File: src/rtl/ht1080z_pkg.sv
// Shared types and default timing for the HT1080Z cassette playback path.
package ht1080z_pkg;

  typedef enum logic [1:0] {
    IDLE = 2'd0,
    PLAY = 2'd1,
    WAIT = 2'd2
  } tape_state_t;

  // 2 ms bit cell and 125 us pulse at 56 MHz.
  localparam int TAPE_BIT_CLKS   = 112000;
  localparam int TAPE_PULSE_CLKS = 7000;

endpackage

File: src/rtl/cas_fifo.sv
// Synchronous FIFO holding {last, data} CAS entries between download and playback.
module cas_fifo #(
  parameter int AW = 4,
  parameter int W  = 9
) (
  input  logic         clk_sys,
  input  logic         reset_n,
  input  logic         push,
  input  logic [W-1:0] wr_data,
  input  logic         pop,
  output logic [W-1:0] rd_data,
  output logic         full,
  output logic         empty
);

  localparam int DEPTH = 1 << AW;

  logic [W-1:0]  mem [DEPTH];
  logic [AW-1:0] wr_ptr;
  logic [AW-1:0] rd_ptr;
  logic [AW:0]   count;
  logic          push_ok;
  logic          pop_ok;

  // Count never exceeds DEPTH, so its MSB alone marks full.
  assign full    = count[AW];
  assign empty   = (count == '0);
  assign push_ok = push & ~full;
  assign pop_ok  = pop & ~empty;
  assign rd_data = mem[rd_ptr];

  always_ff @(posedge clk_sys) begin
    if (push_ok) mem[wr_ptr] <= wr_data;
  end

  always_ff @(posedge clk_sys or negedge reset_n) begin
    if (!reset_n) begin
      wr_ptr <= '0;
      rd_ptr <= '0;
      count  <= '0;
    end else begin
      if (push_ok) wr_ptr <= wr_ptr + AW'(1);
      if (pop_ok)  rd_ptr <= rd_ptr + AW'(1);
      case ({push_ok, pop_ok})
        2'b10:   count <= count + (AW+1)'(1);
        2'b01:   count <= count - (AW+1)'(1);
        default: count <= count;
      endcase
    end
  end

endmodule

File: src/rtl/cas_tape_player.sv
// Serialises buffered CAS bytes into the TRS-80 Level II 500-baud pulse waveform.
module cas_tape_player
  import ht1080z_pkg::*;
#(
  parameter int BIT_CLKS   = TAPE_BIT_CLKS,
  parameter int PULSE_CLKS = TAPE_PULSE_CLKS,
  parameter int FIFO_AW    = 4
) (
  input  logic       clk_sys,
  input  logic       reset_n,
  input  logic       motor_on,
  input  logic       in_valid,
  input  logic [7:0] in_data,
  input  logic       in_last,
  output logic       in_ready,
  output logic       tape_out,
  output logic       busy,
  output logic       done
);

  localparam int CW = $clog2(BIT_CLKS);
  localparam logic [CW-1:0] CELL_LAST  = CW'(BIT_CLKS - 1);
  localparam logic [CW-1:0] PULSE_END  = CW'(PULSE_CLKS);
  localparam logic [CW-1:0] DATA_START = CW'(BIT_CLKS / 2);
  localparam logic [CW-1:0] DATA_END   = CW'(BIT_CLKS / 2 + PULSE_CLKS);

  // Handshake: a byte moves into the FIFO on any rising edge where
  // in_valid & in_ready; in_ready depends only on FIFO occupancy.

  tape_state_t   state, state_d;
  logic [CW-1:0] cell_cnt, cell_d;
  logic [2:0]    bit_idx, bit_d;
  logic [7:0]    shreg, shreg_d;
  logic          last_reg, last_d;
  logic          tape_d, busy_d, done_d;
  logic          pop;
  logic [8:0]    fifo_rd;
  logic          fifo_full, fifo_empty;

  assign in_ready = ~fifo_full;

  cas_fifo #(
    .AW (FIFO_AW),
    .W  (9)
  ) u_fifo (
    .clk_sys (clk_sys),
    .reset_n (reset_n),
    .push    (in_valid),
    .wr_data ({in_last, in_data}),
    .pop     (pop),
    .rd_data (fifo_rd),
    .full    (fifo_full),
    .empty   (fifo_empty)
  );

  always_ff @(posedge clk_sys or negedge reset_n) begin
    if (!reset_n) begin
      state    <= IDLE;
      cell_cnt <= '0;
      bit_idx  <= '0;
      shreg    <= '0;
      last_reg <= 1'b0;
      tape_out <= 1'b0;
      busy     <= 1'b0;
      done     <= 1'b0;
    end else begin
      state    <= state_d;
      cell_cnt <= cell_d;
      bit_idx  <= bit_d;
      shreg    <= shreg_d;
      last_reg <= last_d;
      tape_out <= tape_d;
      busy     <= busy_d;
      done     <= done_d;
    end
  end

  always_comb begin
    state_d = state;
    cell_d  = cell_cnt;
    bit_d   = bit_idx;
    shreg_d = shreg;
    last_d  = last_reg;
    pop     = 1'b0;
    done_d  = 1'b0;

    case (state)
      IDLE: begin
        if (!fifo_empty && motor_on) begin
          pop     = 1'b1;
          state_d = PLAY;
        end
      end
      PLAY: begin
        if (motor_on) begin
          if (cell_cnt == CELL_LAST) begin
            cell_d  = '0;
            shreg_d = {shreg[6:0], 1'b0};
            bit_d   = bit_idx + 3'd1;
            if (bit_idx == 3'd7) begin
              if (last_reg) begin
                state_d = IDLE;
                done_d  = 1'b1;
              end else if (!fifo_empty) begin
                pop = 1'b1;
              end else begin
                state_d = WAIT;
              end
            end
          end else begin
            cell_d = cell_cnt + CW'(1);
          end
        end
      end
      WAIT: begin
        if (!fifo_empty) begin
          pop     = 1'b1;
          state_d = PLAY;
        end
      end
      default: state_d = IDLE;
    endcase

    // Any pop starts a fresh byte at cell offset 0.
    if (pop) begin
      shreg_d = fifo_rd[7:0];
      last_d  = fifo_rd[8];
      cell_d  = '0;
      bit_d   = '0;
    end

    // Outputs are computed from next-state values so they register in step with the counter.
    tape_d = (state_d == PLAY) && motor_on &&
             ((cell_d < PULSE_END) ||
              (shreg_d[7] && (cell_d >= DATA_START) && (cell_d < DATA_END)));
    busy_d = (state_d != IDLE);
  end

endmodule
File: config.mk
export PLATFORM = sky130hd
export DESIGN_NAME = cas_tape_player
export DESIGN_NICKNAME = d
export VERILOG_FILES = /design/src/rtl/ht1080z_pkg.sv /design/src/rtl/cas_fifo.sv /design/src/rtl/cas_tape_player.sv
export SDC_FILE = /design/constraint.sdc
export NUM_CORES = 1
export LEC_CHECK = 0
export CAP_MARGIN = 20
export CORE_AREA = 2 2 133 135
export DETAILED_ROUTE_END_ITERATION = 8
export DIE_AREA = 0 0 135 137
export GPL_ROUTABILITY_DRIVEN = 0
export PLACE_DENSITY = 0.69
export RECOVER_POWER = 100
export SETUP_SLACK_MARGIN = 0.3
export SLEW_MARGIN = 25
export SYNTH_ARGS = -nofsm -noshare
export SYNTH_HDL_FRONTEND = slang
export SYNTH_SLANG_ARGS = --single-unit
export TNS_END_PERCENT = 5
File: constraint.sdc
create_clock -name clk_sys -period 3.9 [get_ports clk_sys]
set_input_delay 0.975 -clock clk_sys [delete_from_list [all_inputs] [get_ports clk_sys]]
set_output_delay 0.975 -clock clk_sys [all_outputs]
set_load 0.03 [all_outputs]
==> results.sh, run 1 <==
export IMPL_wl_per_cell_microns=19.25
export IMPL_utilization=0.5508
export IMPL_largest_reg_flops=144
export IMPL_cts_tree="yes"
export IMPL_endpoint="u_fifo.count[4]$_DFFE_PN0P_"
export IMPL_final_area_sq_mm=0.009394
export IMPL_r2r_start="cell_cnt[0]$_DFF_PN0_"
export IMPL_ys_flop_type="edfxtp_1"
export IMPL_dieHeight_microns=137
export IMPL_peakVddDrop_uv=363.1
export IMPL_io_pin_count=17
export IMPL_cts_repair_resized=0
export IMPL_status="complete, but fails checks"
export IMPL_dieArea_sq_mm=0.01850
export IMPL_top_regs="u_fifo.mem: 144 flops, cell_cnt: 17 flops, shreg: 8 flops"
export IMPL_cap_violations=2
export IMPL_fillers=1372
export IMPL_dpl_cell_area_sq_mm=0.008800
export IMPL_regMostFlops="u_fifo.mem"
export IMPL_cts_clk_slew_worst_paths_ns=0.07
export IMPL_port_buffers=16
export IMPL_vias=4742
export IMPL_path_max_fanout=4
export IMPL_cts_max_level=4
export IMPL_nNetsFinal=615
export IMPL_ctsRootBufferMaster="clkbuf_16"
export IMPL_critPathLaunchType="input pin"
export IMPL_fin_skew_ns=0.01027
export IMPL_multi_input_area_sq_mm=0.002698
export IMPL_tightest_slew_ns=2.568
export IMPL_syn_to_final_growth_pct=11.79
export IMPL_fmax_mhz=305.1
export IMPL_cp_startpoint="motor_on"
export IMPL_violations="capacitance limit, slew limit"
export IMPL_synth_cells=569
export IMPL_num_rows=48
export IMPL_grt_pass1_wl_mm=25.92
export IMPL_synth_top_area_frac=0.5146
export IMPL_hold_viol_final=0
export IMPL_hold_ws_ns=0.5330
export IMPL_setup_violations=0
export IMPL_required_ns=4.25
export IMPL_numCtsBuffers=17
export IMPL_timing_final_ws_setup_ns=0.6226
export IMPL_rsz0062_at_grt="false"
export IMPL_yosys_area_top_type="edfxtp_1"
export IMPL_ant_nets=0
export IMPL_first_pass_iters=5
export IMPL_grt_max_degree=48
export IMPL_drt_total_wl_mm=15.92
export IMPL_place_hpwl_mm=10.87
export IMPL_regToRegEndpoint="u_fifo.count[4]$_DFFE_PN0P_"
export IMPL_clock_path_buffers=2
export IMPL_relSlewSlack=-0.7118
export IMPL_via_per_inst=5.734
export IMPL_cts_setup_buffers=0
export IMPL_worstSkewPairLatency_ns=0.43
export IMPL_drc_errors=0
export IMPL_die_w_microns=135
export IMPL_netlist_area_sq_mm=0.008403
export IMPL_cts_num_sinks=191
export IMPL_finalCritPeriodShare=0.8403
export IMPL_r2r_slack_ns=0.74
export IMPL_ys_seq_elements=191
export IMPL_synth_seq_area_share=0.6546
export IMPL_synth_edf_count=144
export IMPL_crit_arrival_ns=3.63
export IMPL_cp_end_kind="flop"
export IMPL_grt_antenna_before_repair=0
export IMPL_pre_cts_ws_ns=0.2553
export IMPL_start_util=0.4927
export IMPL_placed_cells=795
export IMPL_synth_avg_cell_area_sq_um=14.77
export IMPL_drive_above_1_share=0.1262
export IMPL_hold_buffers=0
export IMPL_grt_pass1_vias=4920
export IMPL_crit_type="in2reg"
export IMPL_gr_total_overflow=0
export IMPL_min_path_type="reg2reg"
export IMPL_synth_async_reset_ratio=0.2461
export IMPL_slew_viol_final=74
export IMPL_ys_warn_count=0
export IMPL_diodes=0
export IMPL_p_per_area_mw_per_mm2=630.5
export IMPL_syn_nets=595
export IMPL_netlist_cell_type_count=72
export IMPL_fin_crit_ns=3.277
export IMPL_grt_usage=0.1860
export IMPL_seqCellArea_sq_mm=0.005500
export IMPL_r2r_cells=14
export IMPL_core_area_sq_mm=0.01706
export IMPL_p_leak_nw=3.298
export IMPL_synth_area_leaders="edfxtp_1, dfrtp_1, mux4_2"
export IMPL_fin_total_pwr_mw=5.923
export IMPL_tns_ns=0
export IMPL_layout_cells_non_filler=827
export IMPL_initialDrtViolationCount=261
[layout by cell type, fill, tap and decap left out, types with 5 or more instances in the layout]
master / netlist / routed
nor2_1: 51 / 51
dlygate4sd3_1: 0 / 15
o21ai_0: 14 / 15
ha_1: 12 / 12
clkbuf_1: 11 / 6
xor2_1: 9 / 9
a21oi_1: 11 / 11
mux4_2: 20 / 20
xnor2_1: 16 / 16
nor4_1: 6 / 6
clkbuf_16: 0 / 17
a221oi_1: 14 / 14
a22oi_1: 6 / 6
inv_1: 13 / 13
nand3_1: 7 / 7
mux2i_1: 31 / 31
edfxtp_1: 144 / 144
and2_0: 1 / 17
buf_4: 7 / 5
a31oi_1: 6 / 6
nand2_1: 25 / 25
nor3_1: 8 / 9
dfrtp_1: 47 / 47
mux2_2: 5 / 5
[per-layer routing]
metal  track usage  vias up  share of wire
met5             0        -              0
met4       0.06887        0          0.019
met3       0.03370       27          0.037
met2        0.3190       96           0.51
met1        0.2382     2399           0.43
li1              -     2220              -
[area by class of cell]
| type | instances | share of cell area |
|---|---|---|
| Clock inverter | 15 | 0.02198 |
| Sequential cell | 191 | 0.5855 |
| Timing Repair Buffer | 27 | 0.02451 |
| Tap cell | 225 | 0.02997 |
| Multi-Input combinational cell | 338 | 0.2872 |
| Inverter | 14 | 0.005594 |
| Clock buffer | 17 | 0.04529 |
[critical path, stage by stage]
cell and delay, ns:
dlygate4sd3_1 0.59, nand3b_2 0.10, or2_0 0.30, nor2_4 0.13, a31o_1 0.17, ha_1 0.24
inv_1 0.12, fa_1 0.41, inv_1 0.07, a21o_1 0.10, a21oi_1 0.07, xnor2_1 0.12
nor2_1 0.12, xnor2_1 0.13
[worst min-delay path by stage]
stage | from | to | slack, ns | cells after the start
after global placement | u_fifo.count[2]$_DFFE_PN0P_ | u_fifo.count[2]$_DFFE_PN0P_ | 0.50 | 2
after detailed placement | u_fifo.count[0]$_DFFE_PN0P_ | u_fifo.count[0]$_DFFE_PN0P_ | 0.52 | 1
after global routing | bit_idx[2]$_DFFE_PN0P_ | bit_idx[2]$_DFFE_PN0P_ | 0.55 | 2
after CTS | u_fifo.count[0]$_DFFE_PN0P_ | u_fifo.count[0]$_DFFE_PN0P_ | 0.53 | 1
after floorplan | u_fifo.count[3]$_DFFE_PN0P_ | u_fifo.count[3]$_DFFE_PN0P_ | 0.48 | 2
final | bit_idx[2]$_DFFE_PN0P_ | bit_idx[2]$_DFFE_PN0P_ | 0.53 | 2
[cell families after synthesis]
| group | share of synthesized area |
|---|---|
| adders and majority gates | 0.02025 |
| AOI/OAI and AO/OA | 0.07147 |
| buffers and inverters | 0.02278 |
| xor gates and xnor gates | 0.02606 |
| and+or+nand+nor | 0.1077 |
| muxes | 0.09723 |
| DFF | 0.6546 |
[Yosys cell counts (3+ instances only)]
cell / instances
o21ai_0: 14
a31oi_1: 6
o21a_1: 3
ha_1: 12
or4_1: 3
and2_1: 20
inv_1: 13
clkbuf_1: 11
o211ai_1: 4
nor2b_1: 4
edfxtp_1: 144
buf_2: 6
a221oi_1: 14
a21oi_1: 11
mux4_2: 20
or2_1: 3
nand4_1: 3
nor2_1: 51
mux2i_1: 31
a21o_1: 4
nand4b_1: 3
nand2_1: 25
mux2_2: 5
nor3_1: 8
and3_1: 4
xnor2_1: 16
nand3_1: 7
buf_4: 7
xor2_1: 9
nor4_1: 6
a22oi_1: 6
dfrtp_1: 47
[power breakdown]
group | internal [mW] | total, mW | leakage, nW | switching (mW)
combinational | 0.665 | 1.42 | 1.12 | 0.751
clock | 1.08 | 1.85 | 0.304 | 0.764
sequential | 2.40 | 2.66 | 1.88 | 0.260
No activity file was read; power rests on OpenSTA's default activity.
==> run 2, diff against run 1 <==
- PLACE_DENSITY: 0.69 -> 0.71
- clock period: 3.9 -> 2.98 ns (I/O delays scaled with it)
==> results.sh, run 2 (synthesized netlist as in run 1, its figures left out) <==
export IMPL_status="complete, no violations"
export IMPL_cts_tree="yes"
export IMPL_clock_path_buffers=2
export IMPL_cts_num_sinks=191
export IMPL_fin_crit_ns=2.678
export IMPL_grt_util_met3=0.03222
export IMPL_drc_errors=0
export IMPL_initialDrtViolationCount=406
export IMPL_grt_usage=0.2043
export IMPL_place_hpwl_mm=11.82
export IMPL_drt_total_wl_mm=17.81
export IMPL_cap_violations=0
export IMPL_drive_above_1_share=0.1813
export IMPL_syn_to_final_growth_pct=15.96
export IMPL_p_leak_nw=3.446
export IMPL_p_per_area_mw_per_mm2=802.0
export IMPL_dieArea_sq_mm=0.01850
export IMPL_met1_usage=0.2833
export IMPL_ant_nets=0
export IMPL_wl_per_cell_microns=20.33
export IMPL_grt_pass1_vias=5100
export IMPL_num_rows=48
export IMPL_grt_antenna_before_repair=0
export IMPL_peakVddDrop_uv=527.2
export IMPL_die_w_microns=135
export IMPL_first_pass_iters=6
export IMPL_r2r_cells=6
export IMPL_start_util=0.4927
export IMPL_timing_final_ws_setup_ns=0.3025
export IMPL_cts_max_level=4
export IMPL_gr_total_overflow=0
export IMPL_finalCritPeriodShare=0.8985
export IMPL_min_path_type="in2async"
export IMPL_io_pin_count=17
export IMPL_r2r_start="u_fifo.rd_ptr[0]$_DFFE_PN0P_"
export IMPL_worstSkewPairLatency_ns=0.44
export IMPL_relSlewSlack=0.3158
export IMPL_regMostFlops="u_fifo.mem"
export IMPL_fin_skew_ns=0.01153
export IMPL_final_cell_mix="edfxtp_1, nor2_1, dfrtp_1"
export IMPL_grt_pass1_wl_mm=28.12
export IMPL_hold_viol_final=0
export IMPL_pre_cts_ws_ns=-0.2137
export IMPL_fillers=1362
export IMPL_hold_ws_ns=0.3811
export IMPL_met2_usage=0.3356
export IMPL_numCtsBuffers=17
export IMPL_final_area_sq_mm=0.009744
export IMPL_cts_clk_slew_worst_paths_ns=0.08
export IMPL_setup_violations=0
export IMPL_vias=5113
export IMPL_top_usage_layer="met2"
export IMPL_tightest_slew_ns=1.026
export IMPL_r2r_slack_ns=0.30
export IMPL_rsz0062_at_grt="true"
export IMPL_port_buffers=16
export IMPL_fin_total_pwr_mw=7.815
export IMPL_final_common_cell="edfxtp_1"
export IMPL_top_regs="u_fifo.mem: 144 flops, cell_cnt: 17 flops, shreg: 8 flops"
export IMPL_ctsRootBufferMaster="clkbuf_16"
export IMPL_dpl_cell_area_sq_mm=0.009092
export IMPL_critPathLaunchType="flop"
export IMPL_required_ns=3.31
export IMPL_largest_reg_flops=144
export IMPL_fmax_mhz=373.5
export IMPL_via_per_inst=5.837
export IMPL_path_max_fanout=15
export IMPL_crit_type="reg2reg"
export IMPL_diodes=0
export IMPL_nNetsFinal=664
export IMPL_regToRegEndpoint="shreg[0]$_DFFE_PN0P_"
export IMPL_slew_viol_final=0
export IMPL_dieHeight_microns=137
export IMPL_grt_max_degree=34
export IMPL_core_area_sq_mm=0.01706
export IMPL_crit_arrival_ns=3.01
export IMPL_cp_end_kind="flop"
[run 2: repair_timing]
item                                    CTS  global route
endpoints found under the setup margin    1             2
gates resized for setup                   8             6
setup buffers                             9             7
hold buffers                              0             0
pin swaps                                 5             4
[run 2: final cells by class]
cell class / instances / area (sq um) / area share
Timing Repair Buffer: 76 / 508.0 / 0.05213
Tap cell: 225 / 281.5 / 0.02889
Inverter: 14 / 52.55 / 0.005393
Sequential cell: 191 / 5510 / 0.5655
Clock buffer: 17 / 425.4 / 0.04366
Clock inverter: 15 / 196.4 / 0.02016
Multi-Input combinational cell: 338 / 2770 / 0.2843
[run 2: worst max-delay path: stages (launching register included)]
cell and delay, ns:
dfrtp_1 0.91, clkbuf_2 0.42, mux2_2 0.37, a221o_1 0.40, o22ai_1 0.18, a21oi_1 0.06
a32o_1 0.21
[run 2: routing by layer]
layer	vias up	wire length [microns]
met5	-	0
met4	0	251
met3	22	971
met2	169	8881
met1	2598	7703
li1	2324	-
[run 2: how the worst max path moves through the flow]
stage / startpoint / endpoint
6_report: u_fifo.rd_ptr[0]$_DFFE_PN0P_ / shreg[0]$_DFFE_PN0P_
3_5_place_dp: motor_on / u_fifo.count[4]$_DFFE_PN0P_
4_1_cts: cell_cnt[7]$_DFF_PN0_ / u_fifo.count[4]$_DFFE_PN0P_
3_3_place_gp: motor_on / u_fifo.count[4]$_DFFE_PN0P_
2_1_floorplan: motor_on / u_fifo.count[4]$_DFFE_PN0P_
5_1_grt: in_valid / u_fifo.mem[4][6]$_DFFE_PP_
[run 2: report_power, final]
group	switching [mW]	total, mW	internal, mW	leakage (nW)
Clock	1.16	2.31	1.16	0.302
Sequential	0.280	3.42	3.14	1.87
Combinational	1.14	2.08	0.939	1.28
[run 2: stage by stage]
| stage | instances | setup TNS, ns | utilization |
|---|---|---|---|
| floorplan | 569 | 0 | - |
| global placement | 828 | -0.1502 | 0.5331 |
| detailed placement | 828 | -0.3583 | 0.5331 |
| CTS | 869 | 0 | 0.5757 |
| global route | 876 | 0 | 0.5713 |
| finish | 876 | 0 | 0.5713 |
==> run 3, diff against run 2 <==
- PLACE_DENSITY: 0.71 -> 0.76
- SLEW_MARGIN: 25 -> 10
==> results.sh, run 3 (synthesized netlist as in run 1, its figures left out) <==
export IMPL_slowest_stage="clkbuf_1"
export IMPL_critPathLaunchType="input pin"
export IMPL_syn_to_final_growth_pct=15.65
export IMPL_p_leak_nw=3.450
export IMPL_io_pin_count=17
export IMPL_via_per_inst=5.923
export IMPL_fin_total_pwr_mw=7.666
export IMPL_cts_clk_slew_worst_paths_ns=0.07
export IMPL_nNetsFinal=659
export IMPL_slew_viol_final=31
export IMPL_r2r_cells=11
export IMPL_cts_max_level=4
export IMPL_worstSkewPairLatency_ns=0.43
export IMPL_cts_num_sinks=191
export IMPL_dieHeight_microns=137
export IMPL_required_ns=3.04
export IMPL_grt_pass1_vias=5106
export IMPL_port_buffers=16
export IMPL_max_stage_delay_ns=0.62
export IMPL_hold_ws_ns=0.5384
export IMPL_ctsRootBufferMaster="clkbuf_16"
export IMPL_core_area_sq_mm=0.01706
export IMPL_diodes=0
export IMPL_status="complete, but fails checks"
export IMPL_drive_above_1_share=0.1950
export IMPL_crit_type="in2reg"
export IMPL_crit_top_cell="clkbuf_1"
export IMPL_die_w_microns=135
export IMPL_fin_crit_ns=2.740
export IMPL_regMostFlops="u_fifo.mem"
export IMPL_rsz0062_at_grt="true"
export IMPL_grt_antenna_before_repair=0
export IMPL_crit_arrival_ns=2.80
export IMPL_min_path_type="reg2reg"
export IMPL_initialDrtViolationCount=413
export IMPL_peakVddDrop_uv=486.5
export IMPL_hold_viol_final=0
export IMPL_cp_top_family="buffers and inverters"
export IMPL_fin_skew_ns=0.008076
export IMPL_grt_usage=0.2012
export IMPL_utilization=0.5698
export IMPL_first_pass_iters=5
export IMPL_hold_depth=2
export IMPL_ant_nets=0
export IMPL_largest_reg_flops=144
export IMPL_wl_per_cell_microns=20.46
export IMPL_drc_errors=0
export IMPL_tns_ns=0
export IMPL_place_hpwl_mm=11.81
export IMPL_p_per_area_mw_per_mm2=788.9
export IMPL_final_common_cell="edfxtp_1"
export IMPL_gr_total_overflow=0
export IMPL_cts_tree="yes"
export IMPL_worstPathCellList="dlygate4sd3_1 -> nor2b_1 -> clkbuf_1 -> and3_1 -> and2_1 -> clkbuf_1"
export IMPL_hold_buffers=0
export IMPL_path_max_fanout=9
export IMPL_cp_end_kind="flop"
export IMPL_clock_path_buffers=2
export IMPL_numCtsBuffers=17
export IMPL_setup_violations=0
export IMPL_top_regs="u_fifo.mem: 144 flops, cell_cnt: 17 flops, shreg: 8 flops"
export IMPL_fmax_mhz=365.0
export IMPL_grt_max_degree=31
export IMPL_start_util=0.4927
export IMPL_vias=5159
export IMPL_relSlewSlack=-0.09814
export IMPL_grt_pass1_wl_mm=27.72
export IMPL_worstSetupPathDepth=6
export IMPL_dpl_cell_area_sq_mm=0.009057
export IMPL_tightest_slew_ns=1.647
export IMPL_path_buf_inv=3
export IMPL_final_area_sq_mm=0.009718
export IMPL_finalCritPeriodShare=0.9194
export IMPL_cap_violations=1
export IMPL_violations="capacitance limit, slew limit"
export IMPL_drt_total_wl_mm=17.82
export IMPL_final_cell_mix="edfxtp_1, nor2_1, dfrtp_1"
export IMPL_dieArea_sq_mm=0.01850
export IMPL_num_rows=48
==> run 3: what timing repair did <==
| item | CTS | global route |
|---|---|---|
| resized for setup | 11 | 10 |
| buffers inserted | 4 | 10 |
| endpoints found under the setup margin | 2 | 2 |
| pin swaps | 1 | 11 |
==> run 3: per-stage QoR <==
stage | setup WS [ns] | std cells
6_report | 0.2403 | 871
5_1_grt | 0.1127 | 871
4_1_cts | 0.3010 | 861
3_5_place_dp | -0.1947 | 825
3_3_place_gp | -0.1310 | 825
2_1_floorplan | 0.1652 | 569
==> run 3: cell type report <==
cell class	count	area, sq um
multi-input combinational	338	2788
timing repair buffer	71	494.2
tap	225	281.5
clock inverter	15	162.7
fill	1324	7338
sequential	191	5512
clock buffer	17	425.4
inverter	14	55.05
==> run 3: where the power goes <==
group / internal [mW] / switching, mW
Sequential: 3.14 / 0.318
Combinational: 0.919 / 1.07
Clock: 1.13 / 1.09
Total: 5.19 / 2.47
==> run 3: worst reg2reg max path, delay by kind of cell, from the launching register on <==
family                     cells  cell delay (ns)
DFF                            1             0.42
adders and majority gates      2             0.46
AOI/OAI and AO/OA              4             0.70
buffers and inverters          1             0.14
xor gates and xnor gates       1             0.15
and+or+nand+nor                3             0.71
==> run 3: worst paths after layout <==
check | startpoint | to | slack [ns]
worst max-delay path | in_valid | u_fifo.mem[15][4]$_DFFE_PP_ | 0.24
worst min-delay path | bit_idx[1]$_DFFE_PN0P_ | bit_idx[1]$_DFFE_PN0P_ | 0.54
worst max register to register | u_fifo.count[1]$_DFFE_PN0P_ | u_fifo.count[3]$_DFFE_PN0P_ | 0.28
worst min register to register | bit_idx[1]$_DFFE_PN0P_ | bit_idx[1]$_DFFE_PN0P_ | 0.54
max in group asynchronous | reset_n | shreg[3]$_DFFE_PN0P_ | 0.96
min in group asynchronous | reset_n | cell_cnt[2]$_DFF_PN0_ | 0.72
==> run 3: per-layer routing <==
layer	wire length [microns]	track usage	up-vias
li1	-	-	2311
met1	7134	0.2564	2615
met2	9164	0.3367	202
met3	1089	0.04185	31
met4	432	0.08681	0
met5	0	0	-
